$ cat src/rtl/lcd_rx_monitor.sv
// Receive-side monitor for a DE-only framed RGB888 LCD stream: rebuilds pixel
// coordinates, measures frame geometry, captures a probe pixel and flags timing errors.
module lcd_rx_monitor #(
  parameter int H_DISP_EXP  = 800,
  parameter int V_DISP_EXP  = 480,
  parameter int VBLANK_MIN  = 256,
  parameter int LOCK_FRAMES = 2
) (
  input  logic        lcd_pclk,
  input  logic        rst_n,
  input  logic        lcd_de,
  input  logic [23:0] lcd_rgb,
  input  logic [10:0] probe_x,
  input  logic [10:0] probe_y,
  input  logic        clr_err,
  output logic        rx_valid,
  output logic [10:0] rx_xpos,
  output logic [10:0] rx_ypos,
  output logic [23:0] rx_data,
  output logic        frame_done,
  output logic [15:0] frame_cnt,
  output logic [10:0] meas_h_disp,
  output logic [10:0] meas_v_disp,
  output logic [23:0] probe_rgb,
  output logic        probe_valid,
  output logic        err_line,
  output logic        err_frame,
  output logic        locked
);

  localparam int IW = $clog2(VBLANK_MIN + 1);
  localparam int GW = $clog2(LOCK_FRAMES + 1);

  typedef enum logic [1:0] {SEARCH, VBLANK, LINE, HBLANK} state_t;

  state_t        state;
  logic [IW-1:0] idle_cnt;
  logic [GW-1:0] good_cnt;
  logic [10:0]   x;
  logic [10:0]   y;
  logic [10:0]   line_ref;

  logic          idle_full;
  logic          x_max;
  logic [10:0]   line_len;
  logic [10:0]   y_inc;
  logic          size_ok;
  logic          frame_end;
  logic          pix;
  logic [10:0]   col;
  logic [10:0]   row;
  logic          set_line;
  logic          set_frame;
  logic [GW-1:0] good_nxt;

  assign idle_full = (idle_cnt == IW'(VBLANK_MIN));
  assign x_max     = (x == 11'd2047);
  assign line_len  = x + 11'd1;
  assign y_inc     = y + 11'd1;
  assign size_ok   = (line_ref == 11'(H_DISP_EXP)) && (y_inc == 11'(V_DISP_EXP));
  assign set_frame = frame_end && !size_ok;
  assign good_nxt  = (good_cnt == GW'(LOCK_FRAMES)) ? good_cnt : good_cnt + 1'b1;

  // Coordinate of the pixel accepted this cycle, plus end-of-line/frame events.
  always_comb begin
    frame_end = 1'b0;
    pix       = 1'b0;
    col       = x;
    row       = y;
    set_line  = 1'b0;
    case (state)
      VBLANK: begin
        if (lcd_de) begin
          pix = 1'b1;
          col = 11'd0;
          row = 11'd0;
        end
      end
      LINE: begin
        if (lcd_de) begin
          pix      = 1'b1;
          col      = x_max ? x : line_len;
          set_line = x_max;
        end else begin
          set_line = (y != 11'd0) && (line_len != line_ref);
        end
      end
      HBLANK: begin
        frame_end = idle_full;
        if (lcd_de) begin
          pix = 1'b1;
          col = 11'd0;
          row = idle_full ? 11'd0 : y_inc;
        end
      end
      default: ;
    endcase
  end

  always_ff @(posedge lcd_pclk or negedge rst_n) begin
    if (!rst_n) begin
      state       <= SEARCH;
      idle_cnt    <= '0;
      good_cnt    <= '0;
      x           <= '0;
      y           <= '0;
      line_ref    <= '0;
      rx_valid    <= 1'b0;
      rx_xpos     <= '0;
      rx_ypos     <= '0;
      rx_data     <= '0;
      frame_done  <= 1'b0;
      frame_cnt   <= '0;
      meas_h_disp <= '0;
      meas_v_disp <= '0;
      probe_rgb   <= '0;
      probe_valid <= 1'b0;
      err_line    <= 1'b0;
      err_frame   <= 1'b0;
      locked      <= 1'b0;
    end else begin
      frame_done <= 1'b0;
      idle_cnt   <= lcd_de ? '0 : (idle_full ? idle_cnt : idle_cnt + 1'b1);
      rx_valid   <= pix;
      if (pix) begin
        x       <= col;
        y       <= row;
        rx_xpos <= col;
        rx_ypos <= row;
        rx_data <= lcd_rgb;
      end
      // Probe compares against the registered pixel, so capture trails it by one cycle.
      if (rx_valid && rx_xpos == probe_x && rx_ypos == probe_y) begin
        probe_rgb   <= rx_data;
        probe_valid <= 1'b1;
      end
      err_line  <= set_line  | (err_line  & ~clr_err);
      err_frame <= set_frame | (err_frame & ~clr_err);
      case (state)
        SEARCH: if (idle_full) state <= VBLANK;
        VBLANK: if (lcd_de) state <= LINE;
        LINE: begin
          if (!lcd_de) begin
            state <= HBLANK;
            if (y == 11'd0) line_ref <= line_len;
          end
        end
        HBLANK: begin
          if (lcd_de)         state <= LINE;
          else if (idle_full) state <= VBLANK;
        end
        default: state <= SEARCH;
      endcase
      if (frame_end) begin
        frame_done  <= 1'b1;
        frame_cnt   <= frame_cnt + 16'd1;
        meas_h_disp <= line_ref;
        meas_v_disp <= y_inc;
        if (size_ok) begin
          good_cnt <= good_nxt;
          locked   <= (good_nxt == GW'(LOCK_FRAMES));
        end else begin
          good_cnt <= '0;
          locked   <= 1'b0;
        end
      end
    end
  end

endmodule
$ cat config.mk
export PLATFORM = sky130hd
export DESIGN_NAME = lcd_rx_monitor
export DESIGN_NICKNAME = d
export VERILOG_FILES = /design/src/rtl/lcd_rx_monitor.sv
export SDC_FILE = /design/constraint.sdc
export NUM_CORES = 1
export LEC_CHECK = 0
export CORE_AREA = 2 2 109 111
export CTS_BUF_LIST = sky130_fd_sc_hd__clkbuf_4 sky130_fd_sc_hd__clkbuf_8 sky130_fd_sc_hd__clkbuf_16
export DETAILED_ROUTE_END_ITERATION = 10
export DIE_AREA = 0 0 111 113
export DONT_BUFFER_PORTS = 1
export PLACE_DENSITY = 0.81
export SLEW_MARGIN = 20
export SYNTH_ARGS = -nofsm -noshare
export SYNTH_HDL_FRONTEND = slang
export SYNTH_SLANG_ARGS = --single-unit
$ cat constraint.sdc
create_clock -name lcd_pclk -period 2.6 [get_ports lcd_pclk]
set_input_delay 0.13 -clock lcd_pclk [delete_from_list [all_inputs] [get_ports lcd_pclk]]
set_output_delay 0.13 -clock lcd_pclk [all_outputs]
set_load 0.005 [all_outputs]
# Yosys cells after proc, flatten, opt, wreduce, memory -nomap -nowiden

Cells that the tools add are included.

Bits in registers: 138
Output and inout port bits: 114

Add/subtract/negate cells: 5
Equality and inequality tests: 19
Muxes and demuxes: 23
Bitwise gates (word level): 6
Reductions and logical operators: 17

Operator list:

| kind                  | number |
|---|---|
| $mux 11               | 5 |
| $pmux 11 s2           | 2 |
| $add 11x1->11 const B | 2 |
| $eq 11x11->1          | 2 |
| $mux 9                | 2 |
| $add 16x1->16 const B | 1 |
| $mux 2                | 6 |
| $ne 2x2->1 const B    | 6 |
| $eq 11x10->1 const B  | 1 |
| $eq 11x11->1 const B  | 1 |
| $eq 11x9->1 const B   | 1 |
| $logic_not 11->1      | 1 |
| $ne 11x11->1          | 1 |
| $reduce_bool 11->1    | 1 |
| $add 9x1->9 const B   | 1 |
| $eq 9x9->1 const B    | 1 |
| $eq 2x2->1 const B    | 4 |
| $pmux 2 s4            | 1 |
| $mux 1                | 7 |
| $logic_and 1x1->1     | 5 |
| $reduce_and 5->1      | 1 |
| $reduce_and 4->1      | 1 |
| $reduce_bool 2->1     | 2 |
| $reduce_and 3->1      | 1 |
| other kinds (11)      | 14 |

# Longest topological paths before layout

Gate-level depths: netlist of the first run.

Depth in word-level cells: 6
Mapped depth: 8

# Worst setup path before layout of the first run

No wires, ideal clock.

Kind: flip-flop to flip-flop
Start point: reg x[0]
End point: reg err_line
Arrival time: 1.862 ns
Path slack: 0.589 ns
Cell stages (with the launch flop): 8
Buffers on the path: 1
Period minus slack after synthesis: 2.011 ns
Path through: dfrtp_1 -> ha_1 -> nand3_1 -> or2_2 -> clkbuf_1 -> xor2_1 -> a211oi_1 -> a41oi_1

Word-level cells in the longest chain between the ends: 6
Elaborated cells between the ends (all ways): 7
Classes of those cells: 1 x add/sub; 2 x eq/ne; 2 x mux; 1 x bitwise; 1 x reduce/logical

RTL lines:

| item                     | line | source |
|---|---|---|
| start: declaration       | 39   | `logic [10:0] x;` |
| start signal: assignment | 126  | `x <= col;` |
| $add 11x1->11            | 58   | `assign line_len = x + 11'd1;` |
| $ne 11x11->1             | 85   | `set_line = (y != 11'd0) && (line_len != line_ref);` |
| $logic_and 1x1->1        | 85   |  |
| $mux 1 (*)               | 80   | `if (lcd_de) begin` |
| $mux 1 (*)               | 71   | `case (state)` |
| $or 1x1->1 (*)           | 137  | `err_line <= set_line \| (err_line & ~clr_err);` |
| end signal: assignment   | 137  |  |
| end: declaration         | 26   | `output logic err_line,` |

Every way passes the cells marked *; elsewhere a longest branch is shown, timed or not.
A chain may end at the register's enable or synchronous reset.

# Worst setup path in the final report of the first run

Start point: reg y[0]
End point: reg locked

Word-level cells in the longest chain between the ends: 4

RTL lines:

| item                     | line | source |
|---|---|---|
| start: declaration       | 40   | `logic [10:0] y;` |
| start signal: assignment | 127  | `y <= row;` |
| $add 11x1->11            | 59   | `assign y_inc = y + 11'd1;` |
| $eq 11x9->1              | 60   | `assign size_ok = (line_ref == 11'(H_DISP_EXP)) && (y_inc == 11'(V_DISP_EXP));` |
| $logic_and 1x1->1        | 60   |  |
| $mux 1                   | 159  | `if (size_ok) begin` |
| end signal: assignment   | 161  | `locked <= (good_nxt == GW'(LOCK_FRAMES));` |
| end: declaration         | 28   | `output logic locked` |

Every way passes these cells.

==> impl_metrics.ini, run 1 <==
[sta]
whs_ns = -0.592
fin_setup_tns_ns = 0
worstMarginPinSlew_ns = 0.639
slew_violations = 0
min_period_over_period_pct = 88.6
finalHoldViolations = 137
setup_viol = 0
clock_skew_ns = 0.00825
rsz0062_at_grt = false
fmax_mhz = 434
finalCriticalPeriod_ns = 2.30
relSlewSlack_pct = 57.2

[synthesis]
yosys_register_bits = 137
ys_top_cells_by_count = dfrtp_1 (137), nand2_1 (94), xnor2_1 (46)
async_flop_share_pct = 100
synth_seq_area_share_pct = 51.6
yosys-top-cells-area = dfrtp_1 (52%), xnor2_1 (6.1%), mux2_2 (5.4%)
synth_top_area_share_pct = 51.6
synth.largest_area_cell = dfrtp_1
postSynthCellCount = 609
synth_cell_types = 65
syn_area_mm2 = 0.00664
synth_edf_count = 0
syn-num-nets = 667
synth-main-ff-cell = dfrtp_1
syn_avg_cell_area_um2 = 10.9
yosys_warnings = 0
synth_most_common_cell = dfrtp_1

[min_path]
holdCritPathClass = in2async

[detailed_routing]
post-route-drc-count = 0
dr_total_vias = 4662
drt_iter0_drc = 440
wl_per_cell_um = 19.7
dr.pass1.iters = 5
wl_mm = 15.5
detail-route-antenna-nets = 0
viasPerCell = 5.94

[setup_path]
slowest_delay_ns = 0.51
startpoint_type = register
crit_chain = ha_1 -> xnor2_1 -> nand3_1 -> a211o_1 -> nor4_2 -> a31o_2
arrival_ns = 2.66
path_class = reg2reg
crit_required_ns = 2.95
worst-path-max-fanout = 10
end_kind = register
slowest_stage = dfrtp_1

[power]
power.static_leakage_nw = 3.46
peakVddDrop_mv = 0.587
pwr_density_cell_mw_per_mm2 = 687

[final_layout]
final_layout_size_suffix_gt1_share_pct = 17.6
syn2layout_area_growth_pct = 14.1
num-nets-final = 688
num_antenna_cells = 0
final_util_pct = 67.2
stdcell_count = 785
fill_cells = 787

[die]
dieArea_mm2 = 0.0125
die_y_um = 113
core_area_mm2 = 0.0113
initial_core_util_pct = 58.9
ios = 164
num_rows = 39
die_x_um = 111

[place]
numPlacedInstances = 728
port_buffers = 0
dpl.hpwl_mm = 10.6
gp_congestion = 0.868

[clock_tree]
clock-root-buffer = clkbuf_16
clock_sinks = 137
cts_resized = 0
clk_pin_slew_ns = 0.05
postCtsSetupRepairBufs = 0
cts_buffers = 17
hold_buffers = 26
cts_tree = done
h-tree-depth = 4
cts_buffer_depth = 2
insertion_delay_ns = 0.42

[run]
maxCapViolations = 0

[grt]
grt_antenna_before_repair = 0
grt_overflow = 0
grt_pass1_vias = 4755
grt_usage_pct = 25.4
grt_pass1_wl_mm = 24.9
grt_max_degree = 138

[run_status]
status = finished with violations
violations = negative hold slack
==> layer usage <==
metal	share of wire, %	up-vias	GRT usage (%)
met4	2.5	0	10.1
li1	-	2121	-
met5	0	-	0
met2	47	259	40.2
met1	40	2246	30.9
met3	11	36	11.1
==> worst paths after layout <==
path / startpoint / end / slack (ns) / cells after the start
max reg2reg: y[0]$_DFFE_PN0P_ / locked$_DFFE_PN0P_ / 0.30 / 6
max in group asynchronous: rst_n / probe_rgb[2]$_DFFE_PN0P_ / 2.97 / 0
min in group lcd_pclk: clr_err / err_line$_DFF_PN0_ / 0.03 / 3
max: y[0]$_DFFE_PN0P_ / locked$_DFFE_PN0P_ / 0.30 / 6
min: rst_n / y[3]$_DFFE_PN0P_ / -0.59 / 0
min reg2reg: frame_cnt[15]$_DFFE_PN0P_ / frame_cnt[15]$_DFFE_PN0P_ / 0.50 / 1
==> cell usage in the layout, fill, tap and decap left out, types with 2 or more instances in the layout <==
master           n
xnor2_1         46
ha_1             8
xor2_1          27
nor2b_1          6
o31ai_1          3
clkbuf_4         3
a21oi_1          8
nor2_1          32
nor3b_1          2
dfrtp_1        137
o21ai_0         40
a31o_2           3
nand4_1         14
inv_1           11
and3_1           8
bufinv_16        2
or2_2            3
nor3_1           9
o311ai_0         3
clkinv_1         2
dlygate4sd3_1   26
o22ai_1          2
mux2_4          19
nand2_1         94
or3_1            2
nor4_1           2
a31oi_1          2
nor4b_1          3
a22o_1           2
buf_4           11
clkinvlp_4       3
clkbuf_8         5
nand3_1         16
clkbuf_16       17
nor4_2           3
mux2_2          32
nand2b_1         5
==> logic make-up (layout without fill, tap and decap cells) <==
logic type / Yosys count / in the layout / share of synthesized area (%)
and+or+nand+nor: 215 / 215 / 16.3
muxes: 51 / 51 / 9.72
adders and majority gates: 8 / 8 / 1.51
DFF: 137 / 137 / 51.6
xor gates and xnor gates: 74 / 74 / 9.87
AOI/OAI and AO/OA: 76 / 76 / 7.29
buffers and inverters: 48 / 81 / 3.65
==> state kept, by name, summed over array words and instances (netlist names), 2 cells and up <==
signal,cells
probe_rgb,24
rx_data,24
frame_cnt,16
line_ref,11
meas_h_disp,11
meas_v_disp,11
x,11
y,11
idle_cnt,9
state,2
==> critical path, delay by kind of cell, from the launching register on <==
kind / cells / cell delay [ns]
flops: 1 / 0.51
fa+ha+maj: 1 / 0.37
compound gates: 2 / 0.51
xor+xnor: 1 / 0.31
simple gates: 2 / 0.54
==> per-stage QoR <==
stage                     power [W]  instance area, um2  hold WS (ns)  worst slack [ns]
after global placement      0.00276                6710        -0.163             0.472
after global routing        0.00539                7580        -0.612             0.112
after CTS                   0.00523                7580        -0.607             0.287
after detailed placement    0.00278                6710        -0.163             0.363
final                       0.00520                7580        -0.592             0.297
after floorplan             0.00267                6640        -0.166             0.589
==> report_power, final <==
part	switching [W]	total [W]	leakage [nW]	internal, W
registers	0.000157	0.00239	1.84	0.00223
clock network	0.000850	0.00241	0.292	0.00156
logic	0.000192	0.000401	1.33	0.000209
==> cell type report <==
type                    instances  area [um2]  area share, %
repair buffers                 37         343           4.53
flip-flops and latches        137        3430           45.3
well taps                     143         179           2.36
clock inverters                 6        87.6           1.16
clock buffers                  25         517           6.82
inverters                      13        48.8          0.644
multi-input cells             424        2970           39.2
(Power assumes the default switching activity.)
==> inputs of run 2 (changes only) <==
Settings changed: CORE_AREA 2 2 109 111 to 4 4 108 110, DIE_AREA 0 0 111 113 to 0 0 112 114, PLACE_DENSITY 0.81 to 0.85.
==> run 2 against run 1 <==
Against the previous run: the flow still finishes with violations (negative hold slack); cell count rose by 0.13%; critical path depth down 1; sequential share of layout area hardly changed; sequential power hardly changed; combinational power shrank 1%; largest power group is now registers; highest routed layer unchanged.
==> impl_metrics.ini, run 2 (synthesis results as in run 1) <==
[clock_tree]
cts_tree = done
cts_buffers = 17
insertion_delay_ns = 0.53
cts_buffer_depth = 2
clock-root-buffer = clkbuf_8
postCtsSetupRepairBufs = 0
clk_pin_slew_ns = 0.06
cts_resized = 0
hold_buffers = 26
h-tree-depth = 4
clock_sinks = 137

[detailed_routing]
detail-route-antenna-nets = 0
wl_per_cell_um = 20.2
post-route-drc-count = 0
dr_total_vias = 4652
drt_iter0_drc = 516
wl_mm = 15.9
dr.pass1.iters = 4
viasPerCell = 5.92

[setup_path]
crit_required_ns = 3.00
end_kind = register
worst-path-max-fanout = 10
arrival_ns = 2.74
startpoint_type = register
path_class = reg2reg

[power]
finalPower_w = 0.00515
peakVddDrop_mv = 0.487
pwr_density_cell_mw_per_mm2 = 679
power.static_leakage_nw = 3.46

[grt]
grt_overflow = 0
grt_pass1_vias = 4878
grt_antenna_before_repair = 0
grt_usage_pct = 25.8
grt_max_degree = 138
grt_pass1_wl_mm = 25.7

[die]
num_rows = 38
dieArea_mm2 = 0.0128
core_area_mm2 = 0.0107
die_y_um = 114
ios = 164
initial_core_util_pct = 62.1
die_x_um = 112

[place]
dpl.hpwl_mm = 10.9
gp_congestion = 0.852
numPlacedInstances = 728
postPlaceCellArea_mm2 = 0.00673
port_buffers = 0

[sta]
rsz0062_at_grt = false
worstMarginPinSlew_ns = 0.671
setup_viol = 0
slew_violations = 0
fin_setup_tns_ns = 0
clock_skew_ns = 0.00743
finalHoldViolations = 137
fmax_mhz = 427
finalCriticalPeriod_ns = 2.34
min_period_over_period_pct = 90.0
whs_ns = -0.705
relSlewSlack_pct = 55.0

[min_path]
holdCritPathClass = in2async

[final_layout]
fill_cells = 744
reg_top3 = probe_rgb (24), rx_data (24), frame_cnt (16)
syn2layout_area_growth_pct = 14.1
final_common_cell = dfrtp_1
final_layout_size_suffix_gt1_share_pct = 18.1
stdcell_count = 786
post-route-cell-area_mm2 = 0.00758
final_cell_mix = dfrtp_1 (137), nand2_1 (94), xnor2_1 (46), o21ai_0 (40)
num_antenna_cells = 0
num-nets-final = 691

[run_status]
violations = negative hold slack
status = finished with violations

[run]
maxCapViolations = 0
[run 2: changes by cell type in the layout (fill, tap and decap cells not counted)]
cell and delta:
clkbuf_16 -1, clkinv_4 +1, inv_6 +1, clkinv_2 +1, clkbuf_4 -1, clkinvlp_4 +1, clkbuf_8 -1, buf_4 +3
[run 2: power breakdown]
| part | switching, W | internal (W) | total, W |
|---|---|---|---|
| registers | 0.000166 | 0.00223 | 0.00240 |
| logic | 0.000188 | 0.000207 | 0.000395 |
| clock network | 0.000895 | 0.00146 | 0.00236 |
[run 2: final timing paths]
path                                                   end                       from  depth (start not counted)  slack (ns)
worst min-delay path            meas_v_disp[3]$_DFFE_PN0P_                      rst_n                          0       -0.70
worst min register to register   frame_cnt[15]$_DFFE_PN0P_  frame_cnt[15]$_DFFE_PN0P_                          1        0.50
min in group lcd_pclk                 state[1]$_DFFE_PN0P_                     lcd_de                          2        0.05
max in group asynchronous         probe_rgb[5]$_DFFE_PN0P_                      rst_n                          0        3.12
worst max register to register            x[9]$_DFFE_PN0P_           x[0]$_DFFE_PN0P_                          5        0.26
worst max-delay path                      x[9]$_DFFE_PN0P_           x[0]$_DFFE_PN0P_                          5        0.26
[run 2: final cells by class]
type	instances	area [um2]	share of cell area, %
Clock inverter	10	118	1.55
Inverter	13	48.8	0.644
Multi-Input combinational cell	424	2970	39.2
Sequential cell	137	3430	45.2
Timing Repair Buffer	40	365	4.82
Clock buffer	22	470	6.21
Tap cell	140	175	2.31
[run 2: routing by layer]
metal,vias up,track usage [%],part of all wire (%)
met5,-,0,0
met4,0,11.7,3.1
met3,36,11.0,11
met2,214,40.5,47
met1,2265,31.1,39
li1,2137,-,-
[run 2: critical path, stage by stage (launching register included)]
cell	delay [ns]
dfrtp_1	0.58
ha_1	0.31
nand3_1	0.21
o41ai_2	0.55
nor3_2	0.22
a221o_1	0.33
[run 2: per-stage QoR]
step	hold slack (ns)	util, %	setup WS, ns
floorplan	-0.166	-	0.589
global placement	-0.162	62.9	0.413
detailed placement	-0.163	62.9	0.329
CTS	-0.722	70.8	0.300
global route	-0.730	70.8	0.0799
finish	-0.705	70.8	0.259
==> inputs of run 3 (changes only) <==
Settings changed: CELL_PAD_IN_SITES_DETAIL_PLACEMENT set to 0, CELL_PAD_IN_SITES_GLOBAL_PLACEMENT set to 1, CORE_AREA 4 4 108 110 to 4 4 122 124, DIE_AREA 0 0 112 114 to 0 0 126 128.
==> run 3 against run 2 <==
Against the previous run: via count about the same; highest routed layer unchanged; non-clock buffer count down 1; utilization down 15 points; hold slack better by 0.11 ns; power up 4.5%; the flow still finishes with violations (negative hold slack); setup slack better by 0.073 ns; combinational power up 2%; flip-flop and latch count unchanged; count of clock-buffer cells in the layout down 1; sequential power about the same; clock skew about the same.
==> impl_metrics.ini, run 3 (synthesis results as in run 1) <==
[run_status]
status = finished with violations
violations = negative hold slack

[place]
numPlacedInstances = 767
gp_congestion = 0.890
dpl.hpwl_mm = 11.8
port_buffers = 0

[sta]
fin_setup_tns_ns = 0
rsz0062_at_grt = false
relSlewSlack_pct = 54.3
clock_skew_ns = 0.00747
fmax_mhz = 441
slew_violations = 0
worstMarginPinSlew_ns = 0.682
setup_viol = 0
finalCriticalPeriod_ns = 2.27
min_period_over_period_pct = 87.2
whs_ns = -0.594
finalHoldViolations = 137

[setup_path]
arrival_ns = 2.62
cp.buffers_inverters = 0
end_kind = register
slowest_delay_ns = 0.59
crit_required_ns = 2.96
startpoint_type = register
path_class = reg2reg
crit_chain = ha_1 -> and3b_1 -> o211ai_1 -> a211o_1 -> nor4_2 -> a31o_2
worst-path-max-fanout = 10
slowest_stage = dfrtp_1
path_delay_family = compound AO/OA/AOI/OAI gates

[final_layout]
final_layout_size_suffix_gt1_share_pct = 18.0
syn2layout_area_growth_pct = 15.5
stdcell_count = 825
final_common_cell = dfrtp_1
reg_top3 = probe_rgb (24), rx_data (24), frame_cnt (16)
fill_cells = 1201
num-nets-final = 690
final_cell_mix = dfrtp_1 (137), nand2_1 (94), xnor2_1 (46), o21ai_0 (40)
num_antenna_cells = 0

[die]
core_area_mm2 = 0.0138
num_rows = 43
die_x_um = 126
initial_core_util_pct = 48.2
dieArea_mm2 = 0.0161
die_y_um = 128
ios = 164

[detailed_routing]
routed-wl-met3_mm = 2.07
wl_mm = 16.7
dr_total_vias = 4655
wl_per_cell_um = 20.3
met2WireLength_mm = 7.34
routed.top_layer = met4
met1_length_mm = 6.97
viasPerCell = 5.64
post-route-drc-count = 0
detail-route-antenna-nets = 0
dr.pass1.iters = 5
drt_iter0_drc = 268

[grt]
grt_antenna_before_repair = 0
grt_pass1_wl_mm = 26.8
grt_pass1_vias = 4782
grt_usage_pct = 21.4
grt_overflow = 0
grt_max_degree = 138

[run]
maxCapViolations = 0

[clock_tree]
clk_pin_slew_ns = 0.06
insertion_delay_ns = 0.42
clock-root-buffer = clkbuf_16
cts_buffer_depth = 2
hold_buffers = 26
postCtsSetupRepairBufs = 0
cts_tree = done
cts_buffers = 17
cts_resized = 0
clock_sinks = 137
h-tree-depth = 4

[power]
sequentialPowerShare_pct = 44.4
clkPwrFrac_pct = 48.1
power.static_leakage_nw = 3.48
swShare_pct = 23.6
peakVddDrop_mv = 0.382
power_switching_w = 0.00127
p_int_w = 0.00411
pwr_density_cell_mw_per_mm2 = 702
combPwrFrac_pct = 7.5

[min_path]
holdCritPathClass = in2async
run 3: cell count changes in the layout (fill, tap and decap cells not counted):
cell,change
buf_4,-1
inv_6,-1
bufinv_16,+2
clkinvlp_4,-1
clkbuf_16,+1
clkinv_4,+1
clkbuf_8,-2
run 3: power groups by stage:
| stage | combinational (W) | clock [W] | sequential (W) |
|---|---|---|---|
| 2_1_floorplan | 0.000307 | 0 | 0.00236 |
| 4_1_cts | 0.000400 | 0.00264 | 0.00239 |
| 6_report | 0.000403 | 0.00259 | 0.00239 |
| 3_3_place_gp | 0.000356 | 0 | 0.00242 |
| 5_1_grt | 0.000445 | 0.00275 | 0.00241 |
| 3_5_place_dp | 0.000363 | 0 | 0.00243 |
run 3: cell type report:
cell class,count,area (um2),area share [%]
clock inverters,11,170,2.22
repair buffers,39,358,4.66
inverters,13,48.8,0.636
flip-flops and latches,137,3430,44.7
multi-input cells,424,2970,38.8
well taps,180,225,2.94
clock buffers,21,468,6.10
run 3: metal layers:
layer  GRT usage [%]  vias up
li1                -     2135
met3            10.5       28
met4            8.26        0
met2            31.4      235
met5               0        -
met1            27.2     2257
run 3: path summary, 6_finish.rpt:
kind                                                   from                          end  slack [ns]  depth (start not counted)
min in group lcd_pclk                               clr_err           err_line$_DFF_PN0_        0.04                          3
worst min register to register  meas_v_disp[10]$_DFFE_PN0P_  meas_v_disp[10]$_DFFE_PN0P_        0.51                          2
worst max register to register             y[0]$_DFFE_PN0P_      good_cnt[0]$_DFFE_PN0P_        0.33                          6
worst min-delay path                                  rst_n     frame_cnt[2]$_DFFE_PN0P_       -0.59                          0
worst max-delay path                       y[0]$_DFFE_PN0P_      good_cnt[0]$_DFFE_PN0P_        0.33                          6
max in group asynchronous                             rst_n     probe_rgb[1]$_DFFE_PN0P_        3.00                          0
run 3: metrics by stage:
step	total power [W]	cell area, um2	setup WS (ns)	hold slack, ns	utilization (%)
after floorplan	0.00267	6640	0.589	-0.166	-
after global placement	0.00277	6770	0.397	-0.161	49.2
after detailed placement	0.00279	6770	0.357	-0.161	49.2
after CTS	0.00543	7670	0.353	-0.614	55.7
after global routing	0.00560	7670	0.173	-0.621	55.7
final	0.00538	7670	0.332	-0.594	55.7
